===== src/rtl/dma_sched_if.sv =====
// Write-command channel from the DMA scheduler to the TLP transmitter.
interface dma_sched_if;
  logic        cmdValid_out;
  logic        cmdReady_in;
  logic [31:0] cmdAddr_out;
  logic [9:0]  cmdQwCount_out;
  logic        cmdIsMetric_out;
  logic [63:0] cmdMetric_out;

  modport master (
    output cmdValid_out, cmdAddr_out, cmdQwCount_out, cmdIsMetric_out, cmdMetric_out,
    input  cmdReady_in
  );

  modport slave (
    input  cmdValid_out, cmdAddr_out, cmdQwCount_out, cmdIsMetric_out, cmdMetric_out,
    output cmdReady_in
  );
endinterface


===== src/rtl/dma_sched.sv =====
// DMA write scheduler: interleaves F2C ring data TLPs with metric updates on one command channel.
// Optional stall counter is built when DMA_SCHED_STALLCNT_EN is defined.
module dma_sched #(
  parameter int TLP_SIZE_NBITS   = 7,
  parameter int CHUNK_SIZE_NBITS = 12,
  parameter int NUM_CHUNKS_NBITS = 2
) (
  input  logic                        clk_in,
  input  logic                        rstn,
  input  logic                        dmaEnable_in,
  input  logic [31:0]                 f2cBase_in,
  input  logic [31:0]                 mtrBase_in,
  input  logic [NUM_CHUNKS_NBITS-1:0] f2cRdPtr_in,
  input  logic [31:0]                 c2fRdPtr_in,
  input  logic                        srcReady_in,
  dma_sched_if.master                 cmd,
  output logic [NUM_CHUNKS_NBITS-1:0] f2cWrPtr_out,
  output logic [31:0]                 stallCount_out
);

  localparam int TLP_IDX_NBITS = CHUNK_SIZE_NBITS - TLP_SIZE_NBITS;
  localparam int CHUNK_SHIFT   = CHUNK_SIZE_NBITS - 3;
  localparam int TLP_SHIFT     = TLP_SIZE_NBITS - 3;
  localparam logic [9:0] TLP_QWS = 10'(2 ** TLP_SHIFT);
  localparam logic [TLP_IDX_NBITS-1:0] LAST_TLP = {TLP_IDX_NBITS{1'b1}};
  localparam logic [TLP_IDX_NBITS-1:0] TLP_ZERO = {TLP_IDX_NBITS{1'b0}};
  localparam logic [TLP_IDX_NBITS-1:0] TLP_ONE  = TLP_IDX_NBITS'(1'b1);
  localparam logic [NUM_CHUNKS_NBITS-1:0] PTR_ZERO = {NUM_CHUNKS_NBITS{1'b0}};
  localparam logic [NUM_CHUNKS_NBITS-1:0] PTR_ONE  = NUM_CHUNKS_NBITS'(1'b1);

  typedef enum logic [1:0] {
    IDLE   = 2'd0,
    ARB    = 2'd1,
    DATA   = 2'd2,
    METRIC = 2'd3
  } state_t;

  logic [1:0]                  rst_sync_r;
  state_t                      state_r, state_s;
  logic [NUM_CHUNKS_NBITS-1:0] wr_ptr_r, wr_ptr_s, wr_ptr_inc_s;
  logic [TLP_IDX_NBITS-1:0]    tlp_idx_r, tlp_idx_s;
  logic                        pending_r, pending_s;
  logic [31:0]                 last_c2f_r, last_c2f_s;
  logic                        cmd_valid_r, cmd_valid_s;
  logic                        cmd_is_metric_r, cmd_is_metric_s;
  logic [31:0]                 cmd_addr_r, cmd_addr_s;
  logic [9:0]                  cmd_qw_r, cmd_qw_s;
  logic [63:0]                 cmd_metric_r, cmd_metric_s;
  logic                        full_s, data_ok_s, c2f_changed_s, idle_next_s;
  logic [31:0]                 data_addr_s;

  // Ring fullness only matters when a new chunk is about to be started.
  assign wr_ptr_inc_s  = wr_ptr_r + PTR_ONE;
  assign full_s        = (wr_ptr_inc_s == f2cRdPtr_in);
  assign data_ok_s     = ((tlp_idx_r != TLP_ZERO) || !full_s) && srcReady_in;
  assign c2f_changed_s = (c2fRdPtr_in != last_c2f_r);
  assign data_addr_s   = f2cBase_in + (32'(wr_ptr_r) << CHUNK_SHIFT) + (32'(tlp_idx_r) << TLP_SHIFT);
  assign idle_next_s   = (state_s == IDLE);

  // Reset release synchroniser; assertion stays asynchronous.
  always_ff @(posedge clk_in or negedge rstn) begin
    if (!rstn) begin
      rst_sync_r <= 2'b00;
    end else begin
      rst_sync_r <= {rst_sync_r[0], 1'b1};
    end
  end

  // Next-state and next-command computation.
  always_comb begin
    state_s         = state_r;
    wr_ptr_s        = wr_ptr_r;
    tlp_idx_s       = tlp_idx_r;
    pending_s       = pending_r;
    last_c2f_s      = last_c2f_r;
    cmd_valid_s     = cmd_valid_r;
    cmd_is_metric_s = cmd_is_metric_r;
    cmd_addr_s      = cmd_addr_r;
    cmd_qw_s        = cmd_qw_r;
    cmd_metric_s    = cmd_metric_r;
    if (!rst_sync_r[1]) begin
      state_s         = IDLE;
      cmd_valid_s     = 1'b0;
      cmd_is_metric_s = 1'b0;
      cmd_addr_s      = 32'd0;
      cmd_qw_s        = 10'd0;
      cmd_metric_s    = 64'd0;
    end else begin
      case (state_r)
        IDLE: begin
          cmd_valid_s = 1'b0;
          if (dmaEnable_in) begin
            state_s   = ARB;
            pending_s = 1'b1;
          end else begin
            state_s = IDLE;
          end
        end
        ARB: begin
          pending_s = pending_r | c2f_changed_s;
          if (!dmaEnable_in) begin
            state_s = IDLE;
          end else if (pending_r) begin
            state_s         = METRIC;
            cmd_valid_s     = 1'b1;
            cmd_is_metric_s = 1'b1;
            cmd_addr_s      = mtrBase_in;
            cmd_qw_s        = 10'd1;
            cmd_metric_s    = {c2fRdPtr_in, 32'(wr_ptr_r)};
          end else if (data_ok_s) begin
            state_s         = DATA;
            cmd_valid_s     = 1'b1;
            cmd_is_metric_s = 1'b0;
            cmd_addr_s      = data_addr_s;
            cmd_qw_s        = TLP_QWS;
          end else begin
            state_s = ARB;
          end
        end
        DATA: begin
          pending_s = pending_r | c2f_changed_s;
          if (cmd.cmdReady_in) begin
            cmd_valid_s = 1'b0;
            state_s     = dmaEnable_in ? ARB : IDLE;
            if (tlp_idx_r == LAST_TLP) begin
              tlp_idx_s = TLP_ZERO;
              wr_ptr_s  = wr_ptr_inc_s;
              pending_s = 1'b1;
            end else begin
              tlp_idx_s = tlp_idx_r + TLP_ONE;
            end
          end else begin
            state_s = DATA;
          end
        end
        METRIC: begin
          // A pointer move while the metric was waiting re-arms the next update.
          if (cmd.cmdReady_in) begin
            cmd_valid_s = 1'b0;
            state_s     = dmaEnable_in ? ARB : IDLE;
            last_c2f_s  = cmd_metric_r[63:32];
            pending_s   = (c2fRdPtr_in != cmd_metric_r[63:32]);
          end else begin
            state_s = METRIC;
          end
        end
        default: begin
          state_s = IDLE;
        end
      endcase
    end
  end

  // State and command registers; scheduler bookkeeping is cleared on any entry to IDLE.
  always_ff @(posedge clk_in or negedge rstn) begin
    if (!rstn) begin
      state_r         <= IDLE;
      wr_ptr_r        <= PTR_ZERO;
      tlp_idx_r       <= TLP_ZERO;
      pending_r       <= 1'b0;
      last_c2f_r      <= 32'd0;
      cmd_valid_r     <= 1'b0;
      cmd_is_metric_r <= 1'b0;
      cmd_addr_r      <= 32'd0;
      cmd_qw_r        <= 10'd0;
      cmd_metric_r    <= 64'd0;
    end else begin
      state_r         <= state_s;
      wr_ptr_r        <= idle_next_s ? PTR_ZERO : wr_ptr_s;
      tlp_idx_r       <= idle_next_s ? TLP_ZERO : tlp_idx_s;
      pending_r       <= idle_next_s ? 1'b0 : pending_s;
      last_c2f_r      <= idle_next_s ? 32'd0 : last_c2f_s;
      cmd_valid_r     <= cmd_valid_s;
      cmd_is_metric_r <= cmd_is_metric_s;
      cmd_addr_r      <= cmd_addr_s;
      cmd_qw_r        <= cmd_qw_s;
      cmd_metric_r    <= cmd_metric_s;
    end
  end

`ifdef DMA_SCHED_STALLCNT_EN
  logic [31:0] stall_cnt_r;
  logic        stall_s;

  assign stall_s = (state_r == ARB) && dmaEnable_in && !pending_r && !data_ok_s;

  // Saturating count of arbitration cycles that found nothing to issue.
  always_ff @(posedge clk_in or negedge rstn) begin
    if (!rstn) begin
      stall_cnt_r <= 32'd0;
    end else if (idle_next_s) begin
      stall_cnt_r <= 32'd0;
    end else if (stall_s && (stall_cnt_r != 32'hFFFF_FFFF)) begin
      stall_cnt_r <= stall_cnt_r + 32'd1;
    end else begin
      stall_cnt_r <= stall_cnt_r;
    end
  end

  assign stallCount_out = stall_cnt_r;
`else
  assign stallCount_out = 32'd0;
`endif

  assign cmd.cmdValid_out    = cmd_valid_r;
  assign cmd.cmdIsMetric_out = cmd_is_metric_r;
  assign cmd.cmdAddr_out     = cmd_addr_r;
  assign cmd.cmdQwCount_out  = cmd_qw_r;
  assign cmd.cmdMetric_out   = cmd_metric_r;
  assign f2cWrPtr_out        = wr_ptr_r;

endmodule


===== src/flat_wrapper.sv =====
// flat-port wrapper written by rule: the top's interface ports become plain ports
module dma_sched_flat 
#(
  parameter int TLP_SIZE_NBITS   = 7,
  parameter int CHUNK_SIZE_NBITS = 12,
  parameter int NUM_CHUNKS_NBITS = 2
)
  (clk_in, rstn, dmaEnable_in, f2cBase_in, mtrBase_in, f2cRdPtr_in, c2fRdPtr_in, srcReady_in, f2cWrPtr_out, stallCount_out, cmd_cmdValid_out, cmd_cmdAddr_out, cmd_cmdQwCount_out, cmd_cmdIsMetric_out, cmd_cmdMetric_out, cmd_cmdReady_in);
  dma_sched_if cmd_i ();
  input  logic clk_in;
  input  logic rstn;
  input  logic dmaEnable_in;
  input  logic [31:0] f2cBase_in;
  input  logic [31:0] mtrBase_in;
  input  logic [NUM_CHUNKS_NBITS-1:0] f2cRdPtr_in;
  input  logic [31:0] c2fRdPtr_in;
  input  logic srcReady_in;
  output logic [NUM_CHUNKS_NBITS-1:0] f2cWrPtr_out;
  output logic [31:0] stallCount_out;
  output wire logic [$bits(cmd_i.cmdValid_out)-1:0] cmd_cmdValid_out;
  output wire logic [$bits(cmd_i.cmdAddr_out)-1:0] cmd_cmdAddr_out;
  output wire logic [$bits(cmd_i.cmdQwCount_out)-1:0] cmd_cmdQwCount_out;
  output wire logic [$bits(cmd_i.cmdIsMetric_out)-1:0] cmd_cmdIsMetric_out;
  output wire logic [$bits(cmd_i.cmdMetric_out)-1:0] cmd_cmdMetric_out;
  input wire logic [$bits(cmd_i.cmdReady_in)-1:0] cmd_cmdReady_in;
  assign cmd_cmdValid_out = cmd_i.cmdValid_out;
  assign cmd_cmdAddr_out = cmd_i.cmdAddr_out;
  assign cmd_cmdQwCount_out = cmd_i.cmdQwCount_out;
  assign cmd_cmdIsMetric_out = cmd_i.cmdIsMetric_out;
  assign cmd_cmdMetric_out = cmd_i.cmdMetric_out;
  assign cmd_i.cmdReady_in = cmd_cmdReady_in;
  dma_sched #(.TLP_SIZE_NBITS(TLP_SIZE_NBITS), .CHUNK_SIZE_NBITS(CHUNK_SIZE_NBITS), .NUM_CHUNKS_NBITS(NUM_CHUNKS_NBITS)) u_core (.clk_in(clk_in), .rstn(rstn), .dmaEnable_in(dmaEnable_in), .f2cBase_in(f2cBase_in), .mtrBase_in(mtrBase_in), .f2cRdPtr_in(f2cRdPtr_in), .c2fRdPtr_in(c2fRdPtr_in), .srcReady_in(srcReady_in), .cmd(cmd_i), .f2cWrPtr_out(f2cWrPtr_out), .stallCount_out(stallCount_out));
endmodule

===== config.mk =====
export PLATFORM = sky130hd
export DESIGN_NAME = dma_sched_flat
export DESIGN_NICKNAME = d
export VERILOG_FILES = /design/src/rtl/dma_sched_if.sv /design/src/rtl/dma_sched.sv /design/src/flat_wrapper.sv
export SDC_FILE = /design/constraint.sdc
export NUM_CORES = 1
export LEC_CHECK = 0
export ABC_CLOCK_PERIOD_IN_PS = 2600
export BUFFER_PORTS_ARGS = -buffer_cell sky130_fd_sc_hd__buf_2
export CELL_PAD_IN_SITES_DETAIL_PLACEMENT = 0
export CELL_PAD_IN_SITES_GLOBAL_PLACEMENT = 1
export CORE_UTILIZATION = 37
export CTS_CLUSTER_DIAMETER = 200
export CTS_CLUSTER_SIZE = 25
export DETAILED_ROUTE_END_ITERATION = 16
export GPL_TIMING_DRIVEN = 0
export HOLD_SLACK_MARGIN = 0.06
export PLACE_DENSITY_LB_ADDON = 0.1
export RECOVER_POWER = 50
export REMOVE_ABC_BUFFERS = 1
export SLEW_MARGIN = 25
export SYNTH_ARGS = -nofsm -noshare
export SYNTH_HDL_FRONTEND = slang
export SYNTH_SLANG_ARGS = --single-unit

===== constraint.sdc =====
create_clock -name clk_in -period 2.6 [get_ports clk_in]
set_clock_uncertainty 0.15 [all_clocks]
set_input_delay 0.13 -clock clk_in [delete_from_list [all_inputs] [get_ports clk_in]]
set_output_delay 0.13 -clock clk_in [all_outputs]
set_load 0.05 [all_outputs]

==> flow_summary_export.csv <==
group,metric,value,unit
outcome,status,"complete, but fails checks",
outcome,failed_checks,"max-capacitance violations, max-slew violations",
sta,setup_viol,0,
route,drt_pass1_iterations,4,
logic_synthesis,yosysTopAreaCellShare,42.0,%
power_and_ir_drop,leakage,4.42,nW
logic_synthesis,yosysSeqAreaShare,42.0,%
sta,fin_setup_tns,0,ps
logic_synthesis,synth_cells,712,
job,cap_violations,1,
critical_path,critical-path-max-stage-delay,460,ps
route,num_vias,6023,
cts,cts_tree,"yes",
cts,clk_pin_slew,60,ps
critical_path,cp.arrival,2690,ps
sta,rsz0062_at_grt,"true",
critical_path,timing.rr.start,"u_core.tlp_idx_r[2]",
critical_path,startpoint_type,"flip-flop",
cells_and_area,fin_nets,1083,
floorplan,fp.dieArea,18700,um^2
power_and_ir_drop,pwr-share-comb,17.9,%
cts,htreeDepth,4,
sta,min_period_over_period,97.2,%
sta,hold_viol,0,
sta,slew_headroom,-16.1,%
global_routing,grt_usage,21.7,%
power_and_ir_drop,power_density,573,nW/um^2
route,totalWireLength,20.1,mm
route,vias_per_cell,4.99,
logic_synthesis,ys_types,59,
power_and_ir_drop,power_frac_clock,47.0,%
route,wl_per_cell,16.6,um
floorplan,core.rowCount,48,
worst_hold_path,hold_path.class,"in -> reg",
cells_and_area,layout-drive-gt1-share,22.7,%
critical_path,crit_path_max_fanout,8,
power_and_ir_drop,power_switching,1.59,mW
cts,clock_sinks,113,
critical_path,crit_path_top_delay_cell,"dfrtp_1",
cells_and_area,final_core_util,52.4,%
logic_synthesis,synth_ff_type,"dfrtp_1",
power_and_ir_drop,p_int,3.67,mW
global_routing,grt_max_degree,76,
worst_hold_path,hold_start,"f2cBase_in[4]",
cts,clk_latency,420,ps
cts,cts_buffers,17,
cells_and_area,diodes,0,
cts,clock_path_buffers,2,
floorplan,die_w,137,um
power_and_ir_drop,seqPwrFrac,35.1,%
critical_path,critPathLaunch,"u_core.tlp_idx_r[2]",
sta,finalCriticalPeriod,2530,ps
place,io_buffers,174,
global_routing,grt_pass1_vias,6031,
logic_synthesis,async_flop_share,100,%
logic_synthesis,synth.area.top_cells,"dfrtp_1, xor2_1, buf_4",
logic_synthesis,yosysWarningCount,0,
power_and_ir_drop,swShare,30.2,%
logic_synthesis,synth_seq_cells,113,
logic_synthesis,synth_area_per_cell,9.46,um^2
floorplan,start_util,38.4,%
global_routing,grt_pass1_wl,30.9,mm
sta,slew_viol_final,39,
critical_path,crit_chain,"ha_1 > o21ai_0 > o21ai_2 > buf_4 > and3_1 > a221o_1 > mux2_2",
sta,worst_pin_slew,1740,ps
floorplan,core-area,17500,um^2
route,drc,0,
cells_and_area,final_common_cell,"buf_2",
place,place_congestion,0.836,
cts,root_buffer,"clkbuf_16",
sta,clock.fmax,395,MHz
logic_synthesis,synth_top_area_cell,"dfrtp_1",
critical_path,end_kind,"flip-flop",
cells_and_area,layout_common_cells,"buf_2, dfrtp_1, dlygate4sd3_1",
global_routing,overflow,0,
sta,hold_ws,96.5,ps
logic_synthesis,syn-cell-area,6740,um^2
critical_path,cp_data_required_time,2760,ps
floorplan,die_h,137,um
route,drtIter0Drc,255,
logic_synthesis,synth_edf_count,0,
cells_and_area,area_delta_synth_final,36.4,%
global_routing,antenna_found_initial,0,
route,final_antenna_net_count,0,
power_and_ir_drop,irDropWorstVdd,466,uV
place,post-dp-hpwl,13.5,mm
floorplan,io_pins,245,
critical_path,critPathKind,"reg -> reg",
cells in the mapped netlist (8+ instances only):
cell type and n:
o21ai_0 17, buf_4 72, nand3_1 20, nor4_1 16, nand2_1 87, o22ai_1 8, nor2_1 29, nor3_1 8
mux2i_1 9, xor2_1 77, buf_2 8, a22o_1 34, nand4_1 20, xnor2_1 9, ha_1 10, clkbuf_1 27
dfrtp_1 113, a21oi_1 57, a211oi_1 10
routing by layer:
metal / up-vias / routed length, um / GRT usage [%]
li1: 2900 / - / -
met1: 2919 / 8790 / 26.0
met2: 188 / 10100 / 38.4
met3: 16 / 950 / 5.37
met4: 0 / 222 / 5.98
met5: - / 0 / 0
cell families after synthesis:
group / Yosys count / synth area share [%]
compound gates: 159 / 15.7
simple gates: 216 / 16.3
mux: 10 / 1.50
xor+xnor: 87 / 11.5
fa+ha+maj: 11 / 2.15
flops: 113 / 42.0
other cells: 2 / 0.111
buf+inv: 114 / 10.7
worst max-delay path: cells and delay by family (launching register included):
family                     cells  cell delay [ps]
DFF                            1              460
buffers and inverters          1              200
AOI/OAI and AO/OA              3              780
adders and majority gates      1              390
and+or+nand+nor                1              170
muxes                          1              260
final cells by class:
class	instances	area (um^2)
multi-input combinational	555	3530
inverter	5	18.8
timing repair buffer	277	1910
clock buffer	20	467
sequential	113	2830
fill	1659	8350
clock inverter	12	156
tap	225	282
path summary, 6_finish.rpt:
kind / to / slack [ps] / cells after the start
min reg2reg: u_core.rst_sync_r[1] / 200 / 0
max: u_core.cmd.cmdAddr_out[25] / 70 / 7
max reg2reg: u_core.cmd.cmdAddr_out[25] / 70 / 7
min in group asynchronous: u_core.last_c2f_r[21] / 230 / 3
max in group asynchronous: u_core.cmd.cmdMetric_out[50] / 360 / 3
min: u_core.cmd.cmdAddr_out[4] / 100 / 4
power by group through the flow:
stage | combinational, mW | clock (mW) | sequential, mW
6_report | 0.945 | 2.47 | 1.84
5_1_grt | 1.01 | 2.60 | 1.85
4_1_cts | 0.947 | 2.52 | 1.84
3_5_place_dp | 0.828 | 0 | 1.87
3_3_place_gp | 0.805 | 0 | 1.87
2_1_floorplan | 0.413 | 0 | 2.00
state kept, by name, indices dropped and copies added (netlist names):
name,flops
u_core.rst_sync_r,2
u_core.tlp_idx_r,5
u_core.cmd.cmdAddr_out,32
u_core.pending_r,1
u_core.f2cWrPtr_out,2
u_core.cmd.cmdMetric_out,34
u_core.cmd.cmdValid_out,1
u_core.last_c2f_r,32
u_core.state_r,2
u_core.cmd.cmdQwCount_out,2
stage by stage:
stage | setup slack [ps] | cell area (um^2) | power (mW) | cells
floorplan | -1300 | 6290 | 2.41 | 672
global placement | -3810 | 7440 | 2.68 | 1071
detailed placement | -890 | 7590 | 2.70 | 1080
CTS | 17.5 | 9200 | 5.31 | 1206
global route | -54.9 | 9190 | 5.46 | 1207
finish | 71.5 | 9190 | 5.26 | 1207
timing repair:
| action | 4_1_cts | 5_1_grt |
|---|---|---|
| hold buffers | 94 | 0 |
| setup buffers | 0 | 0 |
| resized for setup | 8 | 6 |
| setup endpoints to repair | 99 | 47 |
| endpoints found under the hold margin | 179 | 0 |
| cloned | 0 | 1 |
Power figures use the tool's default switching activity.
